===== config.mk =====
export PLATFORM = sky130hd
export DESIGN_NAME = vga_timing_monitor
export DESIGN_NICKNAME = d
export VERILOG_FILES = /design/src/rtl/vga_timing_pkg.sv /design/src/rtl/vga_timing_monitor_sync.sv /design/src/rtl/vga_timing_monitor.sv
export SDC_FILE = /design/constraint.sdc
export NUM_CORES = 1
export LEC_CHECK = 0
export CORE_MARGIN = 8
export CORE_UTILIZATION = 45
export CTS_BUF_LIST = sky130_fd_sc_hd__clkbuf_8
export DETAILED_ROUTE_END_ITERATION = 10
export GPL_ROUTABILITY_DRIVEN = 0
export MAX_ROUTING_LAYER = met4
export PLACE_DENSITY = 0.75
export SETUP_SLACK_MARGIN = 0.05
export SYNTH_ARGS = -nofsm -noshare
export SYNTH_HDL_FRONTEND = slang
export SYNTH_SLANG_ARGS = --single-unit

===== constraint.sdc =====
create_clock -name clk_25MHz -period 3.3 [get_ports clk_25MHz]
set_clock_uncertainty 0.2 [all_clocks]
set_input_delay 0.66 -clock clk_25MHz [delete_from_list [all_inputs] [get_ports clk_25MHz]]
set_output_delay 0.66 -clock clk_25MHz [all_outputs]
set_load 0.02 [all_outputs]

===== src/rtl/vga_timing_pkg.sv =====
// Shared 640x480@60 timing constants and monitor state encoding,
// used by both the VGA timing generator and the timing monitor.
package vga_timing_pkg;

  localparam int H_TOTAL_640 = 800;
  localparam int V_TOTAL_480 = 525;
  localparam int H_SYNC_640  = 96;
  localparam int V_SYNC_480  = 2;

  typedef enum logic [1:0] {
    SEARCH = 2'd0,
    ALIGN  = 2'd1,
    LOCKED = 2'd2
  } mon_state_e;

  function automatic logic [15:0] sat_inc16(input logic [15:0] v);
    return (v == 16'hFFFF) ? v : v + 16'd1;
  endfunction

endpackage


===== src/rtl/vga_timing_monitor_sync.sv =====
// sync_edge_detect: normalizes sync polarity to active-high, keeps a one-cycle
// registered copy and flags the leading edge of the active phase.
module sync_edge_detect #(
  parameter bit ACTIVE_LOW = 1'b1
) (
  input  logic clk_i,
  input  logic rst_n_i,
  input  logic sync_i,
  output logic edge_o
);

  logic act;
  logic act_q;

  assign act = sync_i ^ ACTIVE_LOW;

  always_ff @(posedge clk_i or negedge rst_n_i) begin
    if (!rst_n_i) act_q <= 1'b0;
    else          act_q <= act;
  end

  assign edge_o = act & ~act_q;

endmodule


===== src/rtl/vga_timing_monitor.sv =====
// Recovers x/y position from hsync/vsync and checks line/frame lengths, with lock tracking.
// Optional error statistics (err_count, clr_stats) are built when VGA_MON_STATS_EN is defined.
//
// state  | meaning
// SEARCH | no frame reference yet; lengths are not checked
// ALIGN  | frame origin seen; counting consecutive error-free frames
// LOCKED | LOCK_FRAMES clean frames seen; any error drops back to ALIGN
module vga_timing_monitor
  import vga_timing_pkg::*;
#(
  parameter int H_TOTAL         = H_TOTAL_640,
  parameter int V_TOTAL         = V_TOTAL_480,
  parameter bit SYNC_ACTIVE_LOW = 1'b1,
  parameter int LOCK_FRAMES     = 2,
  parameter int TIMEOUT_MULT    = 2
) (
  input  logic        clk_25MHz,
  input  logic        rst_n,
  input  logic        hsync,
  input  logic        vsync,
  output logic [15:0] x_pos,
  output logic [15:0] y_pos,
  output logic        frame_start,
  output logic        locked,
  output logic        line_err,
  output logic        frame_err,
  output logic        timeout
`ifdef VGA_MON_STATS_EN
  ,
  input  logic        clr_stats,
  output logic [15:0] err_count
`endif
);

  localparam logic [15:0] H_LAST = 16'(H_TOTAL - 1);
  localparam logic [15:0] V_LAST = 16'(V_TOTAL - 1);
  // Compared against the current count so the pulse lines up with x_pos at the limit.
  localparam logic [15:0] TO_PRE = 16'(H_TOTAL * TIMEOUT_MULT - 2);
  localparam logic [3:0]  LOCK_N = 4'(LOCK_FRAMES);

  logic h_edge, v_edge;

  sync_edge_detect #(.ACTIVE_LOW(SYNC_ACTIVE_LOW)) u_hs_edge (
    .clk_i  (clk_25MHz),
    .rst_n_i(rst_n),
    .sync_i (hsync),
    .edge_o (h_edge)
  );

  sync_edge_detect #(.ACTIVE_LOW(SYNC_ACTIVE_LOW)) u_vs_edge (
    .clk_i  (clk_25MHz),
    .rst_n_i(rst_n),
    .sync_i (vsync),
    .edge_o (v_edge)
  );

  logic [15:0] x_pos_q, x_pos_d, y_pos_q, y_pos_d;
  logic        v_pend_q, v_pend_d;
  logic        fs_q, fs_d, le_q, le_d, fe_q, fe_d, to_q, to_d;
  mon_state_e  state_q;
  logic [3:0]  good_q;
  logic        err_seen_q;
  logic        locked_q;

  always_comb begin
    x_pos_d  = sat_inc16(x_pos_q);
    y_pos_d  = y_pos_q;
    v_pend_d = v_pend_q;
    fs_d     = 1'b0;
    le_d     = 1'b0;
    fe_d     = 1'b0;
    to_d     = 1'b0;
    if (h_edge) begin
      x_pos_d = '0;
      le_d    = (state_q != SEARCH) && (x_pos_q != H_LAST);
      if (v_pend_q || v_edge) begin
        y_pos_d  = '0;
        fs_d     = 1'b1;
        fe_d     = (state_q != SEARCH) && (y_pos_q != V_LAST);
        v_pend_d = 1'b0;
      end else begin
        y_pos_d = sat_inc16(y_pos_q);
      end
    end else begin
      to_d = (x_pos_q == TO_PRE);
      if (v_edge) v_pend_d = 1'b1;
    end
  end

  always_ff @(posedge clk_25MHz or negedge rst_n) begin
    if (!rst_n) begin
      x_pos_q  <= '0;
      y_pos_q  <= '0;
      v_pend_q <= 1'b0;
      fs_q     <= 1'b0;
      le_q     <= 1'b0;
      fe_q     <= 1'b0;
      to_q     <= 1'b0;
    end else begin
      x_pos_q  <= x_pos_d;
      y_pos_q  <= y_pos_d;
      v_pend_q <= v_pend_d;
      fs_q     <= fs_d;
      le_q     <= le_d;
      fe_q     <= fe_d;
      to_q     <= to_d;
    end
  end

  // err_seen_q marks an error since the last frame_start; that frame is not counted good.
  always_ff @(posedge clk_25MHz or negedge rst_n) begin
    if (!rst_n) begin
      state_q    <= SEARCH;
      good_q     <= '0;
      err_seen_q <= 1'b0;
      locked_q   <= 1'b0;
    end else if (to_d) begin
      state_q    <= SEARCH;
      good_q     <= '0;
      err_seen_q <= 1'b0;
      locked_q   <= 1'b0;
    end else begin
      case (state_q)
        SEARCH: begin
          if (fs_d) begin
            state_q    <= ALIGN;
            good_q     <= '0;
            err_seen_q <= 1'b0;
          end
        end
        ALIGN: begin
          if (le_d || fe_d) begin
            good_q     <= '0;
            err_seen_q <= ~fs_d;
          end else if (fs_d) begin
            err_seen_q <= 1'b0;
            if (!err_seen_q) begin
              good_q <= good_q + 4'd1;
              if (good_q + 4'd1 >= LOCK_N) begin
                state_q  <= LOCKED;
                locked_q <= 1'b1;
              end
            end
          end
        end
        LOCKED: begin
          if (le_d || fe_d) begin
            state_q    <= ALIGN;
            locked_q   <= 1'b0;
            good_q     <= '0;
            err_seen_q <= ~fs_d;
          end
        end
        default: begin
          state_q  <= SEARCH;
          locked_q <= 1'b0;
        end
      endcase
    end
  end

`ifdef VGA_MON_STATS_EN
  logic [15:0] err_count_q;

  always_ff @(posedge clk_25MHz or negedge rst_n) begin
    if (!rst_n)                   err_count_q <= '0;
    else if (clr_stats)           err_count_q <= '0;
    else if (le_q | fe_q | to_q)  err_count_q <= sat_inc16(err_count_q);
  end

  assign err_count = err_count_q;
`endif

  assign x_pos       = x_pos_q;
  assign y_pos       = y_pos_q;
  assign frame_start = fs_q;
  assign locked      = locked_q;
  assign line_err    = le_q;
  assign frame_err   = fe_q;
  assign timeout     = to_q;

endmodule


==> metrics list <==
* Wirelength per Cell: 15.8 um
* Main flop type after synthesis: sky130_fd_sc_hd__dfrtp_1
* Clock network power share: 25.3%
* Sequential Area: 1180 um2
- Gates resized during post-CTS repair numbered 0.
* CTS Sinks: 47
- Critical path endpoint category: flop
- Mean cell area of the mapped netlist: 9.60 um2
- Register bit total from synthesis: 47
- Once the floorplan was initialized, standard cells occupied 46.6% of the core.
* Largest net degree at the start of global routing: 48
* Net Count, Synth: 283
* Total Negative Setup Slacks: 0 ns
- Seq pwr share: 43.4%
* Number of buffers added on ports: 40
- After legalization and detailed placement, the total HPWL measured 4430 um.
- Summing every instance area after synthesis gives 2580 um2.
- Peak VDD IR: 0.000225 V
- Tmin final: 2.73 ns
- Final cycle utilization of the critical path: 82.7%
- The synthesized netlist contains 50 unique library cells.
- During I/O placement, the number of pins put on the boundary was 41.
* Total count of hold-check failures in the final report: 0
- TritonCTS clock tree: built
* GRT overflow: 0
- For the worst setup path, the data arrival time is 2.74 ns.
- The path class of the tightest hold or removal check is reg2reg.
- Number of antenna violations at the first check in global routing: 0
- Gate count of the mapped netlist: 269
* First-pass GRT wire length: 10400 um
- Clock latency on the worst-skew pair, taken at its later pin, is 0.30 ns.
* Worst Setup Start Kind: primary input
- Area of the core region: 5540 um2
- The tool flagged a number of max-cap violations equal to 0.
- In this run, synthesis inferred 0 flip-flops with an integrated enable.
- The routed layout has 2158 vias.
* Total Routing Usage GR: 15.3%
* Via count of the first global-routing pass: 2170
* Combinational power share: 31.2%
- Required @ worst endpoint: 3.31 ns
* Share of post-route cells with drive strength above 1: 7.89%
* Slew at the pin closest to its max-slew limit: 1.03 ns
- Once the clock tree was built, the setup fixing pass inserted 0 buffers.
- Maximum net fanout on the critical path: 7
* Die Width: 91.8 um
* Via-to-Cell Ratio: 5.55
- Top-area cell type share of the netlist area: 45.5%
- By area the synthesized netlist is led by sky130_fd_sc_hd__dfrtp_1, sky130_fd_sc_hd__nor2_1, sky130_fd_sc_hd__ha_1.
* Detailed-route wire length: 6140 um
- The Yosys step of the flow raised 0 warnings.
* Final design utilization: 57.7%
* Pre-Repair DR Iteration Count: 4
* Number of standard-cell rows in the floorplan: 27
- Post-synthesis cell type with the largest combined area: sky130_fd_sc_hd__dfrtp_1
- Yosys instantiated no cell more often than sky130_fd_sc_hd__dfrtp_1.
- Timing would allow up to 0.367 GHz.
- Switching fraction of total power: 33.3%
- After detailed routing, the number of remaining DRC violations is 0.
- Area overhead of the layout relative to synthesis: 23.7%
* Clock buffer depth: 2
- The clock tree synthesis step divided the H-tree into 2 levels.
- Hold buffers post-CTS: 0
- In the final layout, the multi-input gates occupy 1330 um2.
- Fill cells in the final layout number 507.
* Highest signal layer in the routed design: met4
- Sum of routed wire segments on met1: 2890 um
- NumNets Final: 331
* Diodes inserted: 0
* CP Class: in2reg
- Routed met2 length: 2920 um
- Setup repair after global routing left no endpoint under its margin.
- Once detail routing completed, the nets flagged for antenna violations numbered 0.
- Total Die Area: 8420 um2
* Reg clk slew, reported paths: 0.08 ns
- Internal power: 0.00107 W
- Routed wire length on met3: 268 um
- Die span in y: 91.8 um
- P per Cell Area: 502 nW/um2
* Final setup violation count: 0
* Max transition margin: 31.2%
- Async set-reset flop share out of synthesis: 100%
- The commonest cells after synthesis are sky130_fd_sc_hd__dfrtp_1, sky130_fd_sc_hd__nor2_1, sky130_fd_sc_hd__nand2_1.
- Sequential fraction of the synthesis area: 45.5%
- The run finished with clean final reports.
- Library cell used as clock root buffer: sky130_fd_sc_hd__clkbuf_8
- For this block, the initial DRC count from the detailed router was 130.
- For this design the total switching power over the nets is 0.000535 W.
* Number of CTS-inserted buffers: 5
- The analysis attributes to cell leakage a power of 1.36 nW.
* Number of slew-limit violations in the final report: 0
power by group through the flow:
stage          Clock (W)  Sequential [W]  Combinational [W]
6_report        0.000406        0.000696           0.000501
5_1_grt         0.000438        0.000707           0.000549
4_1_cts         0.000418        0.000697           0.000501
3_5_place_dp           0        0.000707           0.000496
3_3_place_gp           0        0.000705           0.000482
2_1_floorplan          0        0.000731           0.000303
registers in the layout, summed over array words and instances (netlist names), 2 cells and up:
register,cells
good_q,4
state_q,2
x_pos,16
y_pos,16
cells in the final DEF (no fill, tap or decap), types with 3 or more instances in the layout:
master / count
sky130_fd_sc_hd__dfrtp_1: 47
sky130_fd_sc_hd__nor2_1: 39
sky130_fd_sc_hd__clkdlybuf4s50_1: 39
sky130_fd_sc_hd__nand2_1: 24
sky130_fd_sc_hd__nand3_1: 19
sky130_fd_sc_hd__inv_1: 15
sky130_fd_sc_hd__xor2_1: 14
sky130_fd_sc_hd__xnor2_1: 12
sky130_fd_sc_hd__ha_1: 10
sky130_fd_sc_hd__and3_1: 9
sky130_fd_sc_hd__nor3_1: 9
sky130_fd_sc_hd__o21ai_0: 8
sky130_fd_sc_hd__nor4_1: 6
sky130_fd_sc_hd__nand4_1: 6
sky130_fd_sc_hd__buf_4: 6
sky130_fd_sc_hd__clkbuf_8: 5
sky130_fd_sc_hd__and4_1: 4
sky130_fd_sc_hd__or3_1: 4
sky130_fd_sc_hd__o21bai_1: 3
routing by layer:
layer / up-vias / global-route usage, %
met3: 4 / 3.50
met4: 0 / 4.83
met1: 1059 / 18.7
met2: 61 / 24.7
met5: - / -
li1: 1034 / -
per-stage QoR:
step           power [W]  std cells  setup WS [ns]  instance area (um2)  hold WS [ns]
6_report         0.00160        389          0.571                 3200         0.322
5_1_grt          0.00169        389          0.473                 3200         0.351
4_1_cts          0.00162        389          0.573                 3200         0.317
3_5_place_dp     0.00120        382          0.278                 3090         0.299
3_3_place_gp     0.00119        382          0.346                 3090         0.304
2_1_floorplan    0.00103        269          0.891                 2580         0.164
path summary, 6_finish.rpt:
path	slack, ns	endpoint	cells after the start	from
min	0.32	good_q[3]$_DFFE_PN0P_	2	good_q[3]$_DFFE_PN0P_
max reg2reg	0.68	state_q[0]$_DFFE_PN0P_	8	state_q[0]$_DFFE_PN0P_
max	0.57	state_q[0]$_DFFE_PN0P_	7	hsync
min in group asynchronous	0.34	x_pos[14]$_DFFE_PN0P_	1	rst_n
min reg2reg	0.32	good_q[3]$_DFFE_PN0P_	2	good_q[3]$_DFFE_PN0P_
max in group asynchronous	1.93	y_pos[10]$_DFFE_PN0P_	1	rst_n
final cells by class:
| type | count | share of cell area, % |
|---|---|---|
| tap | 72 | 2.82 |
| clock buffer | 5 | 2.15 |
| inverter | 15 | 1.76 |
| sequential | 47 | 36.8 |
| multi-input combinational | 202 | 41.6 |
| clock inverter | 2 | 1.06 |
| timing repair buffer | 46 | 13.8 |
critical path: stages:
cell and delay (ns):
sky130_fd_sc_hd__clkdlybuf4s50_1 0.43, sky130_fd_sc_hd__nor2_1 0.39, sky130_fd_sc_hd__nand3_1 0.21, sky130_fd_sc_hd__o21ba_4 0.25, sky130_fd_sc_hd__and2_2 0.22, sky130_fd_sc_hd__or3_4 0.34, sky130_fd_sc_hd__a211oi_2 0.23
kinds of logic after synthesis:
group | count (synthesis) | share of synthesized area (%)
simple gates | 134 | 27.9
compound gates | 31 | 9.55
flops | 47 | 45.5
xor+xnor | 26 | 8.82
mux | 1 | 0.388
buf+inv | 20 | 2.95
fa+ha+maj | 10 | 4.84
Power figures use the tool's default switching activity.
